[config.mk]
export PLATFORM = sky130hd
export DESIGN_NAME = pipeline_id_stage_hs_flat
export DESIGN_NICKNAME = d
export VERILOG_FILES = /design/src/rtl/pipeline_id_stage_hs_if.sv /design/src/rtl/pipeline_id_stage_hs.sv /design/src/flat_wrapper.sv
export SDC_FILE = /design/constraint.sdc
export NUM_CORES = 1
export LEC_CHECK = 0
export ABC_CLOCK_PERIOD_IN_PS = 2000
export CAP_MARGIN = 10
export CORE_AREA = 2 2 304 306
export DETAILED_ROUTE_END_ITERATION = 12
export DIE_AREA = 0 0 306 308
export GPL_ROUTABILITY_DRIVEN = 1
export PLACE_DENSITY = 0.43
export SKIP_CTS_REPAIR_TIMING = 1
export SLEW_MARGIN = 40
export SYNTH_ARGS = -nofsm -noshare
export SYNTH_HDL_FRONTEND = slang
export SYNTH_SLANG_ARGS = --single-unit
export TNS_END_PERCENT = 100
[constraint.sdc]
create_clock -name clk -period 2 [get_ports clk]
set_input_delay 0.2 -clock clk [delete_from_list [all_inputs] [get_ports clk]]
set_output_delay 0.2 -clock clk [all_outputs]
set_load 0.05 [all_outputs]
[src/rtl/pipeline_id_stage_hs_if.sv]
// ID-stage handshake bundle: IF/ID side, hazard/forwarding inputs, and the ID/EX register outputs.
// slave is the ID stage view; master is the surrounding pipeline (or bench) view.
interface pipeline_id_stage_hs_if #(
    parameter int XLEN  = 64,
    parameter int CNT_W = 16
);
    logic             in_valid;
    logic             in_ready;
    logic [31:0]      instruction_ID;
    logic [XLEN-1:0]  pc_ID;
    logic [XLEN-1:0]  data_reg_read_1;
    logic [XLEN-1:0]  data_reg_read_2;
    logic [4:0]       addr_reg_read_1;
    logic [4:0]       addr_reg_read_2;
    logic             flush;
    logic [4:0]       ex_rd, mem_rd, wb_rd;
    logic             ex_wr_en, mem_wr_en, wb_wr_en;
    logic             ex_is_load;
    logic [XLEN-1:0]  ex_fwd_data, mem_fwd_data, wb_fwd_data;
    logic             out_valid;
    logic             out_ready;
    logic [XLEN-1:0]  reg_data1_ID, reg_data2_ID;
    logic [4:0]       rs1_ID, rs2_ID, rd_ID;
    logic [6:0]       opcode_ID;
    logic [2:0]       funct3_ID;
    logic [6:0]       funct7_ID;
    logic [XLEN-1:0]  imm_ID;
    logic [XLEN-1:0]  pc_out;
    logic             rf_wr_en, do_jump, alu_a_sel, alu_b_sel;
    logic [3:0]       alu_ctrl;
    logic [2:0]       BrType;
    logic [1:0]       rf_wr_sel;
    logic [2:0]       dm_rd_ctrl, dm_wr_ctrl;
    logic [CNT_W-1:0] stall_cnt;

    modport slave (
        input  in_valid, instruction_ID, pc_ID, data_reg_read_1, data_reg_read_2, flush,
               ex_rd, mem_rd, wb_rd, ex_wr_en, mem_wr_en, wb_wr_en, ex_is_load,
               ex_fwd_data, mem_fwd_data, wb_fwd_data, out_ready,
        output in_ready, addr_reg_read_1, addr_reg_read_2, out_valid,
               reg_data1_ID, reg_data2_ID, rs1_ID, rs2_ID, rd_ID, opcode_ID, funct3_ID,
               funct7_ID, imm_ID, pc_out, rf_wr_en, do_jump, alu_a_sel, alu_b_sel,
               alu_ctrl, BrType, rf_wr_sel, dm_rd_ctrl, dm_wr_ctrl, stall_cnt
    );

    modport master (
        output in_valid, instruction_ID, pc_ID, data_reg_read_1, data_reg_read_2, flush,
               ex_rd, mem_rd, wb_rd, ex_wr_en, mem_wr_en, wb_wr_en, ex_is_load,
               ex_fwd_data, mem_fwd_data, wb_fwd_data, out_ready,
        input  in_ready, addr_reg_read_1, addr_reg_read_2, out_valid,
               reg_data1_ID, reg_data2_ID, rs1_ID, rs2_ID, rd_ID, opcode_ID, funct3_ID,
               funct7_ID, imm_ID, pc_out, rf_wr_en, do_jump, alu_a_sel, alu_b_sel,
               alu_ctrl, BrType, rf_wr_sel, dm_rd_ctrl, dm_wr_ctrl, stall_cnt
    );
endinterface

[src/rtl/pipeline_id_stage_hs.sv]
// ID stage with ID/EX register, valid/ready handshake, load-use bubbles, EX/MEM/WB
// operand forwarding, flush on redirect and a saturating load-use stall counter.

// One forwarding mux per source operand; EX > MEM > WB > register file, x0 reads 0.
module pipeline_id_stage_hs_fwd #(
    parameter int XLEN = 64
) (
    input  logic [4:0]      r,
    input  logic [XLEN-1:0] rf_data,
    input  logic [4:0]      ex_rd,
    input  logic [4:0]      mem_rd,
    input  logic [4:0]      wb_rd,
    input  logic            ex_wr_en,
    input  logic            mem_wr_en,
    input  logic            wb_wr_en,
    input  logic            ex_is_load,
    input  logic [XLEN-1:0] ex_data,
    input  logic [XLEN-1:0] mem_data,
    input  logic [XLEN-1:0] wb_data,
    output logic [XLEN-1:0] op
);
    always_comb begin
        op = rf_data;
        if (r == 5'd0)                                  op = '0;
        else if (ex_wr_en && !ex_is_load && ex_rd == r) op = ex_data;
        else if (mem_wr_en && mem_rd == r)              op = mem_data;
        else if (wb_wr_en && wb_rd == r)                op = wb_data;
    end
endmodule

module pipeline_id_stage_hs #(
    parameter int XLEN  = 64,
    parameter int CNT_W = 16
) (
    input logic                   clk,
    input logic                   reset,
    pipeline_id_stage_hs_if.slave bus
);
    localparam int NUM_OPS = 2;

    localparam logic [6:0] OP_R     = 7'b0110011;
    localparam logic [6:0] OP_RW    = 7'b0111011;
    localparam logic [6:0] OP_I     = 7'b0010011;
    localparam logic [6:0] OP_IW    = 7'b0011011;
    localparam logic [6:0] OP_LD    = 7'b0000011;
    localparam logic [6:0] OP_ST    = 7'b0100011;
    localparam logic [6:0] OP_BR    = 7'b1100011;
    localparam logic [6:0] OP_JAL   = 7'b1101111;
    localparam logic [6:0] OP_JALR  = 7'b1100111;
    localparam logic [6:0] OP_LUI   = 7'b0110111;
    localparam logic [6:0] OP_AUIPC = 7'b0010111;

    localparam logic [3:0] ALU_ADD = 4'd0, ALU_SUB = 4'd1, ALU_SLL = 4'd2, ALU_SLT = 4'd3;
    localparam logic [3:0] ALU_SLTU = 4'd4, ALU_XOR = 4'd5, ALU_SRL = 4'd6, ALU_SRA = 4'd7;
    localparam logic [3:0] ALU_OR = 4'd8, ALU_AND = 4'd9, ALU_PASSB = 4'd10;

    // rf_wr_sel: 1 = ALU result, 2 = load data, 3 = pc+4
    typedef struct packed {
        logic       rf_wr_en;
        logic       do_jump;
        logic       alu_a_sel;
        logic       alu_b_sel;
        logic [3:0] alu_ctrl;
        logic [2:0] br_type;
        logic [1:0] rf_wr_sel;
        logic [2:0] dm_rd;
        logic [2:0] dm_wr;
    } ctrl_t;

    function automatic logic [3:0] alu_op(input logic [2:0] f3, input logic alt);
        case (f3)
            3'b000:  alu_op = alt ? ALU_SUB : ALU_ADD;
            3'b001:  alu_op = ALU_SLL;
            3'b010:  alu_op = ALU_SLT;
            3'b011:  alu_op = ALU_SLTU;
            3'b100:  alu_op = ALU_XOR;
            3'b101:  alu_op = alt ? ALU_SRA : ALU_SRL;
            3'b110:  alu_op = ALU_OR;
            default: alu_op = ALU_AND;
        endcase
    endfunction

    logic [31:0] inst;
    logic [6:0]  opc;
    logic [4:0]  rs1, rs2;
    logic [2:0]  f3;
    logic [6:0]  f7;
    logic        uses_rs1, uses_rs2, hazard, advance;
    logic [63:0] imm64;
    ctrl_t       ctrl_d;

    assign inst = bus.instruction_ID;
    assign opc  = inst[6:0];
    assign rs1  = inst[19:15];
    assign rs2  = inst[24:20];
    assign f3   = inst[14:12];
    assign f7   = inst[31:25];

    assign bus.addr_reg_read_1 = rs1;
    assign bus.addr_reg_read_2 = rs2;

    assign uses_rs1 = !(opc == OP_LUI || opc == OP_AUIPC || opc == OP_JAL);
    assign uses_rs2 = (opc == OP_R || opc == OP_RW || opc == OP_ST || opc == OP_BR);

    assign hazard = bus.in_valid && bus.ex_is_load && bus.ex_wr_en && (bus.ex_rd != 5'd0) &&
                    ((uses_rs1 && bus.ex_rd == rs1) || (uses_rs2 && bus.ex_rd == rs2));

    logic out_valid_q;
    assign advance      = !out_valid_q || bus.out_ready;
    assign bus.in_ready = bus.flush || (advance && !hazard);

    // Immediate decoder, built at 64 bits then truncated to XLEN.
    always_comb begin
        imm64 = '0;
        case (opc)
            OP_I, OP_IW, OP_LD, OP_JALR: imm64 = {{52{inst[31]}}, inst[31:20]};
            OP_ST:           imm64 = {{52{inst[31]}}, inst[31:25], inst[11:7]};
            OP_BR:           imm64 = {{51{inst[31]}}, inst[31], inst[7], inst[30:25], inst[11:8], 1'b0};
            OP_LUI, OP_AUIPC: imm64 = {{32{inst[31]}}, inst[31:12], 12'b0};
            OP_JAL:          imm64 = {{43{inst[31]}}, inst[31], inst[19:12], inst[20], inst[30:21], 1'b0};
            default:         imm64 = '0;
        endcase
    end

    always_comb begin
        ctrl_d = '0;
        case (opc)
            OP_R, OP_RW: begin
                ctrl_d.rf_wr_en  = 1'b1;
                ctrl_d.alu_ctrl  = alu_op(f3, f7[5]);
                ctrl_d.rf_wr_sel = 2'd1;
            end
            OP_I, OP_IW: begin
                ctrl_d.rf_wr_en  = 1'b1;
                ctrl_d.alu_b_sel = 1'b1;
                ctrl_d.alu_ctrl  = alu_op(f3, (f3 == 3'b101) && f7[5]);
                ctrl_d.rf_wr_sel = 2'd1;
            end
            OP_LD: begin
                ctrl_d.rf_wr_en  = 1'b1;
                ctrl_d.alu_b_sel = 1'b1;
                ctrl_d.rf_wr_sel = 2'd2;
                ctrl_d.dm_rd     = f3 + 3'd1;
            end
            OP_ST: begin
                ctrl_d.alu_b_sel = 1'b1;
                ctrl_d.dm_wr     = f3 + 3'd1;
            end
            OP_BR: begin
                ctrl_d.alu_ctrl = ALU_SUB;
                case (f3)
                    3'b000:  ctrl_d.br_type = 3'd1;
                    3'b001:  ctrl_d.br_type = 3'd2;
                    3'b100:  ctrl_d.br_type = 3'd3;
                    3'b101:  ctrl_d.br_type = 3'd4;
                    3'b110:  ctrl_d.br_type = 3'd5;
                    3'b111:  ctrl_d.br_type = 3'd6;
                    default: ctrl_d.br_type = 3'd0;
                endcase
            end
            OP_JAL, OP_JALR: begin
                ctrl_d.rf_wr_en  = 1'b1;
                ctrl_d.do_jump   = 1'b1;
                ctrl_d.alu_a_sel = (opc == OP_JAL);
                ctrl_d.alu_b_sel = 1'b1;
                ctrl_d.rf_wr_sel = 2'd3;
            end
            OP_LUI: begin
                ctrl_d.rf_wr_en  = 1'b1;
                ctrl_d.alu_b_sel = 1'b1;
                ctrl_d.alu_ctrl  = ALU_PASSB;
                ctrl_d.rf_wr_sel = 2'd1;
            end
            OP_AUIPC: begin
                ctrl_d.rf_wr_en  = 1'b1;
                ctrl_d.alu_a_sel = 1'b1;
                ctrl_d.alu_b_sel = 1'b1;
                ctrl_d.rf_wr_sel = 2'd1;
            end
            default: ctrl_d = '0;
        endcase
    end

    logic [NUM_OPS-1:0][4:0]      rs_pk;
    logic [NUM_OPS-1:0][XLEN-1:0] rf_pk, op_pk;
    assign rs_pk = {rs2, rs1};
    assign rf_pk = {bus.data_reg_read_2, bus.data_reg_read_1};

    for (genvar g = 0; g < NUM_OPS; g++) begin : g_fwd
        pipeline_id_stage_hs_fwd #(.XLEN(XLEN)) u_fwd (
            .r          (rs_pk[g]),
            .rf_data    (rf_pk[g]),
            .ex_rd      (bus.ex_rd),
            .mem_rd     (bus.mem_rd),
            .wb_rd      (bus.wb_rd),
            .ex_wr_en   (bus.ex_wr_en),
            .mem_wr_en  (bus.mem_wr_en),
            .wb_wr_en   (bus.wb_wr_en),
            .ex_is_load (bus.ex_is_load),
            .ex_data    (bus.ex_fwd_data),
            .mem_data   (bus.mem_fwd_data),
            .wb_data    (bus.wb_fwd_data),
            .op         (op_pk[g])
        );
    end

    ctrl_t                        ctrl_q;
    logic [NUM_OPS-1:0][XLEN-1:0] op_q;
    logic [4:0]                   rs1_q, rs2_q, rd_q;
    logic [6:0]                   opc_q, f7_q;
    logic [2:0]                   f3_q;
    logic [XLEN-1:0]              imm_q, pc_q;
    logic [CNT_W-1:0]             cnt_q;

    // Bubbles clear only the control word; data fields keep their last captured value.
    always_ff @(posedge clk) begin
        if (!reset) begin
            out_valid_q <= 1'b0;
            ctrl_q      <= '0;
            op_q        <= '0;
            rs1_q       <= '0;
            rs2_q       <= '0;
            rd_q        <= '0;
            opc_q       <= '0;
            f7_q        <= '0;
            f3_q        <= '0;
            imm_q       <= '0;
            pc_q        <= '0;
            cnt_q       <= '0;
        end else if (bus.flush) begin
            out_valid_q <= 1'b0;
            ctrl_q      <= '0;
        end else if (advance) begin
            if (hazard) begin
                out_valid_q <= 1'b0;
                ctrl_q      <= '0;
                if (cnt_q != '1) cnt_q <= cnt_q + CNT_W'(1);
            end else if (bus.in_valid) begin
                out_valid_q <= 1'b1;
                ctrl_q      <= ctrl_d;
                op_q        <= op_pk;
                rs1_q       <= rs1;
                rs2_q       <= rs2;
                rd_q        <= inst[11:7];
                opc_q       <= opc;
                f7_q        <= f7;
                f3_q        <= f3;
                imm_q       <= imm64[XLEN-1:0];
                pc_q        <= bus.pc_ID;
            end else begin
                out_valid_q <= 1'b0;
                ctrl_q      <= '0;
            end
        end
    end

    assign bus.out_valid    = out_valid_q;
    assign bus.reg_data1_ID = op_q[0];
    assign bus.reg_data2_ID = op_q[1];
    assign bus.rs1_ID       = rs1_q;
    assign bus.rs2_ID       = rs2_q;
    assign bus.rd_ID        = rd_q;
    assign bus.opcode_ID    = opc_q;
    assign bus.funct3_ID    = f3_q;
    assign bus.funct7_ID    = f7_q;
    assign bus.imm_ID       = imm_q;
    assign bus.pc_out       = pc_q;
    assign bus.rf_wr_en     = ctrl_q.rf_wr_en;
    assign bus.do_jump      = ctrl_q.do_jump;
    assign bus.alu_a_sel    = ctrl_q.alu_a_sel;
    assign bus.alu_b_sel    = ctrl_q.alu_b_sel;
    assign bus.alu_ctrl     = ctrl_q.alu_ctrl;
    assign bus.BrType       = ctrl_q.br_type;
    assign bus.rf_wr_sel    = ctrl_q.rf_wr_sel;
    assign bus.dm_rd_ctrl   = ctrl_q.dm_rd;
    assign bus.dm_wr_ctrl   = ctrl_q.dm_wr;
    assign bus.stall_cnt    = cnt_q;
endmodule

[src/flat_wrapper.sv]
// flat-port wrapper written by rule: the top's interface ports become plain ports
module pipeline_id_stage_hs_flat 
#(
    parameter int XLEN  = 64,
    parameter int CNT_W = 16
)
  (clk, reset, bus_in_valid, bus_instruction_ID, bus_pc_ID, bus_data_reg_read_1, bus_data_reg_read_2, bus_flush, bus_ex_rd, bus_mem_rd, bus_wb_rd, bus_ex_wr_en, bus_mem_wr_en, bus_wb_wr_en, bus_ex_is_load, bus_ex_fwd_data, bus_mem_fwd_data, bus_wb_fwd_data, bus_out_ready, bus_in_ready, bus_addr_reg_read_1, bus_addr_reg_read_2, bus_out_valid, bus_reg_data1_ID, bus_reg_data2_ID, bus_rs1_ID, bus_rs2_ID, bus_rd_ID, bus_opcode_ID, bus_funct3_ID, bus_funct7_ID, bus_imm_ID, bus_pc_out, bus_rf_wr_en, bus_do_jump, bus_alu_a_sel, bus_alu_b_sel, bus_alu_ctrl, bus_BrType, bus_rf_wr_sel, bus_dm_rd_ctrl, bus_dm_wr_ctrl, bus_stall_cnt);
  pipeline_id_stage_hs_if #(.XLEN(XLEN), .CNT_W(CNT_W)) bus_i ();
  input logic clk;
  input logic reset;
  input wire logic [$bits(bus_i.in_valid)-1:0] bus_in_valid;
  input wire logic [$bits(bus_i.instruction_ID)-1:0] bus_instruction_ID;
  input wire logic [$bits(bus_i.pc_ID)-1:0] bus_pc_ID;
  input wire logic [$bits(bus_i.data_reg_read_1)-1:0] bus_data_reg_read_1;
  input wire logic [$bits(bus_i.data_reg_read_2)-1:0] bus_data_reg_read_2;
  input wire logic [$bits(bus_i.flush)-1:0] bus_flush;
  input wire logic [$bits(bus_i.ex_rd)-1:0] bus_ex_rd;
  input wire logic [$bits(bus_i.mem_rd)-1:0] bus_mem_rd;
  input wire logic [$bits(bus_i.wb_rd)-1:0] bus_wb_rd;
  input wire logic [$bits(bus_i.ex_wr_en)-1:0] bus_ex_wr_en;
  input wire logic [$bits(bus_i.mem_wr_en)-1:0] bus_mem_wr_en;
  input wire logic [$bits(bus_i.wb_wr_en)-1:0] bus_wb_wr_en;
  input wire logic [$bits(bus_i.ex_is_load)-1:0] bus_ex_is_load;
  input wire logic [$bits(bus_i.ex_fwd_data)-1:0] bus_ex_fwd_data;
  input wire logic [$bits(bus_i.mem_fwd_data)-1:0] bus_mem_fwd_data;
  input wire logic [$bits(bus_i.wb_fwd_data)-1:0] bus_wb_fwd_data;
  input wire logic [$bits(bus_i.out_ready)-1:0] bus_out_ready;
  output wire logic [$bits(bus_i.in_ready)-1:0] bus_in_ready;
  output wire logic [$bits(bus_i.addr_reg_read_1)-1:0] bus_addr_reg_read_1;
  output wire logic [$bits(bus_i.addr_reg_read_2)-1:0] bus_addr_reg_read_2;
  output wire logic [$bits(bus_i.out_valid)-1:0] bus_out_valid;
  output wire logic [$bits(bus_i.reg_data1_ID)-1:0] bus_reg_data1_ID;
  output wire logic [$bits(bus_i.reg_data2_ID)-1:0] bus_reg_data2_ID;
  output wire logic [$bits(bus_i.rs1_ID)-1:0] bus_rs1_ID;
  output wire logic [$bits(bus_i.rs2_ID)-1:0] bus_rs2_ID;
  output wire logic [$bits(bus_i.rd_ID)-1:0] bus_rd_ID;
  output wire logic [$bits(bus_i.opcode_ID)-1:0] bus_opcode_ID;
  output wire logic [$bits(bus_i.funct3_ID)-1:0] bus_funct3_ID;
  output wire logic [$bits(bus_i.funct7_ID)-1:0] bus_funct7_ID;
  output wire logic [$bits(bus_i.imm_ID)-1:0] bus_imm_ID;
  output wire logic [$bits(bus_i.pc_out)-1:0] bus_pc_out;
  output wire logic [$bits(bus_i.rf_wr_en)-1:0] bus_rf_wr_en;
  output wire logic [$bits(bus_i.do_jump)-1:0] bus_do_jump;
  output wire logic [$bits(bus_i.alu_a_sel)-1:0] bus_alu_a_sel;
  output wire logic [$bits(bus_i.alu_b_sel)-1:0] bus_alu_b_sel;
  output wire logic [$bits(bus_i.alu_ctrl)-1:0] bus_alu_ctrl;
  output wire logic [$bits(bus_i.BrType)-1:0] bus_BrType;
  output wire logic [$bits(bus_i.rf_wr_sel)-1:0] bus_rf_wr_sel;
  output wire logic [$bits(bus_i.dm_rd_ctrl)-1:0] bus_dm_rd_ctrl;
  output wire logic [$bits(bus_i.dm_wr_ctrl)-1:0] bus_dm_wr_ctrl;
  output wire logic [$bits(bus_i.stall_cnt)-1:0] bus_stall_cnt;
  assign bus_i.in_valid = bus_in_valid;
  assign bus_i.instruction_ID = bus_instruction_ID;
  assign bus_i.pc_ID = bus_pc_ID;
  assign bus_i.data_reg_read_1 = bus_data_reg_read_1;
  assign bus_i.data_reg_read_2 = bus_data_reg_read_2;
  assign bus_i.flush = bus_flush;
  assign bus_i.ex_rd = bus_ex_rd;
  assign bus_i.mem_rd = bus_mem_rd;
  assign bus_i.wb_rd = bus_wb_rd;
  assign bus_i.ex_wr_en = bus_ex_wr_en;
  assign bus_i.mem_wr_en = bus_mem_wr_en;
  assign bus_i.wb_wr_en = bus_wb_wr_en;
  assign bus_i.ex_is_load = bus_ex_is_load;
  assign bus_i.ex_fwd_data = bus_ex_fwd_data;
  assign bus_i.mem_fwd_data = bus_mem_fwd_data;
  assign bus_i.wb_fwd_data = bus_wb_fwd_data;
  assign bus_i.out_ready = bus_out_ready;
  assign bus_in_ready = bus_i.in_ready;
  assign bus_addr_reg_read_1 = bus_i.addr_reg_read_1;
  assign bus_addr_reg_read_2 = bus_i.addr_reg_read_2;
  assign bus_out_valid = bus_i.out_valid;
  assign bus_reg_data1_ID = bus_i.reg_data1_ID;
  assign bus_reg_data2_ID = bus_i.reg_data2_ID;
  assign bus_rs1_ID = bus_i.rs1_ID;
  assign bus_rs2_ID = bus_i.rs2_ID;
  assign bus_rd_ID = bus_i.rd_ID;
  assign bus_opcode_ID = bus_i.opcode_ID;
  assign bus_funct3_ID = bus_i.funct3_ID;
  assign bus_funct7_ID = bus_i.funct7_ID;
  assign bus_imm_ID = bus_i.imm_ID;
  assign bus_pc_out = bus_i.pc_out;
  assign bus_rf_wr_en = bus_i.rf_wr_en;
  assign bus_do_jump = bus_i.do_jump;
  assign bus_alu_a_sel = bus_i.alu_a_sel;
  assign bus_alu_b_sel = bus_i.alu_b_sel;
  assign bus_alu_ctrl = bus_i.alu_ctrl;
  assign bus_BrType = bus_i.BrType;
  assign bus_rf_wr_sel = bus_i.rf_wr_sel;
  assign bus_dm_rd_ctrl = bus_i.dm_rd_ctrl;
  assign bus_dm_wr_ctrl = bus_i.dm_wr_ctrl;
  assign bus_stall_cnt = bus_i.stall_cnt;
  pipeline_id_stage_hs #(.XLEN(XLEN), .CNT_W(CNT_W)) u_core (.clk(clk), .reset(reset), .bus(bus_i));
endmodule
==> run_results.csv <==
group,metric,value,unit
global_route,antenna_found_initial,24,
placement,place.gp.congestion,0.883,
setup_path,cp.arrival,1.90,ns
finish,final_common_cell,"clkdlybuf4s50_1",
placement,port_buffers,774,
floorplan,core_area,91000,um^2
floorplan,start_util,16.5,%
logic_synthesis,syn_avg_cell_area,8.67,um^2
clocking,cts_buffer_depth,3,
timing,rsz0062_at_grt,"yes",
timing,finalHoldViolations,0,
routing,drtPass1Iterations,5,
clocking,cts_made_buffers,40,
setup_path,setup.worst_path.class,"in -> out",
setup_path,critPathSlowestCell,"a2111oi_4",
clocking,cts_tree,"yes",
timing,max_freq,477,MHz
logic_synthesis,ys_ff_latch,292,
timing,fin_tns_setup,-1.81,ns
routing,drt-wirelength-per-cell,24.8,um
power,power_density,636,nW/um^2
logic_synthesis,synth_flop_cell,"dfxtp_1",
power,combPwrFrac,25.4,%
timing,slew_viol_final,0,
logic_synthesis,synth-edff-count,0,
setup_path,cp-end-kind,"primary output",
placement,placed_area,25900,um^2
routing,drt-initial-drc-count,834,
setup_path,startpoint,"bus_instruction_ID[4]",
setup_path,required,1.80,ns
timing,slew_headroom,57.6,%
routing,finalWirelength,95400,um
routing,viasPerCell,4.59,
status,violations,"setup timing",
finish,nFillCells,9424,
setup_path,timing.rr.end,"u_core.bus.reg_data2_ID[13]",
power,p_int,12.9,mW
finish,area_growth,97.5,%
power,swShare,31.2,%
clocking,clock-sinks,292,
setup_path,crit_fanout,2,
timing,worst_slew_pin_slew,0.635,ns
global_route,grt_overflow,0,
placement,dpl.cell_count,3709,
clocking,cts-root-buf,"clkbuf_16",
global_route,grt_max_degree,108,
setup_path,worst_setup_path_start_kind,"primary input",
floorplan,pin_count,775,
floorplan,die_w,306,um
power,p_leak,12.9,nW
timing,period_needed,2.10,ns
clocking,h-tree-depth,2,
global_route,grt_pass1_vias,17700,
finish,stdcell_count,3844,
timing,finalSetupViolations,70,
setup_path,critPathMaxStageDelay,0.38,ns
clocking,cts.reportedPaths.clkPinSlew,0.06,ns
power,finalPower,18.8,mW
power,power_frac_clock,41.3,%
logic_synthesis,synth.distinct_cells,56,
timing,period_share,105,%
logic_synthesis,syn_inst,1726,
setup_path,r2r_cells,11,
power,ir_drop,0.564,mV
status,outcome,"finished, violations left",
routing,vias,17600,
power,pwr-share-seq,33.3,%
finish,final_nets,3065,
placement,dp_hpwl,71700,um
global_route,grt_usage,18.2,%
logic_synthesis,syn-num-nets,2172,
timing,fin_ws,-0.0983,ns
run,maxCapViolCount,0,
finish,final_cell_mix,"552 x clkdlybuf4s50_1, 280 x dfxtp_1, 235 x nand2_1",
logic_synthesis,ys.warnings.count,0,
min_path,hold_path_class,"in -> reg",
finish,drive_above_1_share,24.2,%
logic_synthesis,ys_async_sr_fraction,0,%
clocking,clock_latency,0.58,ns
floorplan,std_cell_rows,111,
setup_path,crit_top_cell,"buf_6",
setup_path,path_cells,"buf_6 -> buf_6 -> nor4b_4 -> nand3_2 -> a2111oi_4 -> buf_6 -> nor3_4 -> or2_4 -> buf_12",
floorplan,die_h,308,um
setup_path,r2r_slack,-0.04,ns
routing,drc,0,
timing,skew,0.0174,ns
global_route,grt_pass1_wl,127000,um
finish,design_area,29600,um^2
power,switchingPower,5.87,mW
logic_synthesis,synthesis.area,15000,um^2
placement,pre_cts_slack,-1.06,ns
setup_path,crit_end,"bus_in_ready",
logic_synthesis,synth-seq-area-share,39.0,%
timing,whs,0.0450,ns
finish,utilization,32.5,%
setup_path,worstReg2RegStart,"u_core.bus.out_valid",
floorplan,dieArea,94200,um^2
routing,drtAntennaViolNets,0,
[area by class of cell]
cell class              instances  area [um^2]  area share, %
clock inverters                19          272          0.918
well taps                    1186         1480           5.02
repair buffers               1055        11800           39.9
multi-input cells            1222         8980           30.4
diodes                          8         20.0         0.0677
flip-flops and latches        292         5860           19.8
inverters                       8         32.5          0.110
clock buffers                  54         1120           3.80
[sequential cells by signal (all words and copies together), names as in the netlist, 2 cells and up]
name                     flops
u_core.bus.alu_ctrl          4
u_core.bus.pc_out           64
u_core.bus.opcode_ID         7
u_core.bus.funct3_ID         3
u_core.bus.stall_cnt        16
u_core.bus.dm_wr_ctrl        3
u_core.bus.rs1_ID            5
u_core.bus.dm_rd_ctrl        3
u_core.bus.rf_wr_sel         2
u_core.bus.imm_ID           32
u_core.bus.rd_ID             5
u_core.bus.rs2_ID            5
u_core.bus.reg_data2_ID     64
u_core.bus.BrType            3
u_core.bus.funct7_ID         7
u_core.bus.reg_data1_ID     64
[worst min path at each step]
stage	startpoint	cells past startpoint	slack, ns	end
floorplan	bus_instruction_ID[12]	1	0.30	u_core.bus.dm_wr_ctrl[0]
global placement	u_core.bus.imm_ID[7]	2	0.44	u_core.bus.imm_ID[7]
detailed placement	u_core.bus.alu_ctrl[0]	2	0.44	u_core.bus.alu_ctrl[0]
CTS	bus_pc_ID[10]	3	0.13	u_core.bus.pc_out[10]
global route	bus_instruction_ID[16]	4	0.04	u_core.bus.rs1_ID[1]
finish	bus_instruction_ID[24]	3	0.04	u_core.bus.rs2_ID[4]
[cells in the mapped netlist, drive strengths merged, types with 25 or more instances]
| cell type | n | area, um^2 |
|---|---|---|
| a211o | 64 | 561 |
| buf | 115 | 741 |
| nand3 | 25 | 138 |
| dfxtp | 292 | 5850 |
| or3 | 69 | 432 |
| nor2 | 103 | 389 |
| clkbuf | 90 | 338 |
| a21oi | 128 | 641 |
| mux2 | 64 | 721 |
| nor3 | 95 | 475 |
| nand2 | 239 | 900 |
| o2bb2ai | 128 | 1120 |
| o221ai | 64 | 561 |
| mux2i | 68 | 681 |
[power groups by stage]
stage	registers, mW	clock network (mW)	logic [mW]
2_1_floorplan	7.26	0	1.10
3_3_place_gp	6.36	0	4.35
3_5_place_dp	6.37	0	4.37
4_1_cts	6.25	8.01	4.39
5_1_grt	6.29	8.19	5.00
6_report	6.27	7.77	4.78
[worst max-delay path, delay by kind of cell]
kind                   cells  cell delay, ns
AOI/OAI and AO/OA          1            0.38
buffers and inverters      4            0.52
and+or+nand+nor            4            0.78
[cells by family (layout without fill, tap and decap cells)]
group           count (synthesis)  after routing  share of synthesized area (%)
other cells                     0              8                              0
fa+ha+maj                       6              6                          0.501
mux                           132            132                           9.36
flops                         292            292                           39.0
simple gates                  594            595                           18.6
buf+inv                       213           1136                           7.40
xor+xnor                       30             30                           1.76
compound gates                459            459                           23.3
[per-layer routing]
metal | share of wire [%] | GRT usage [%]
met1 | 39 | 20.7
met2 | 49 | 32.3
met5 | 0.15 | 0
met3 | 8.8 | 6.42
met4 | 2.4 | 4.47
Note: power is estimated with default switching activity, not from simulation.
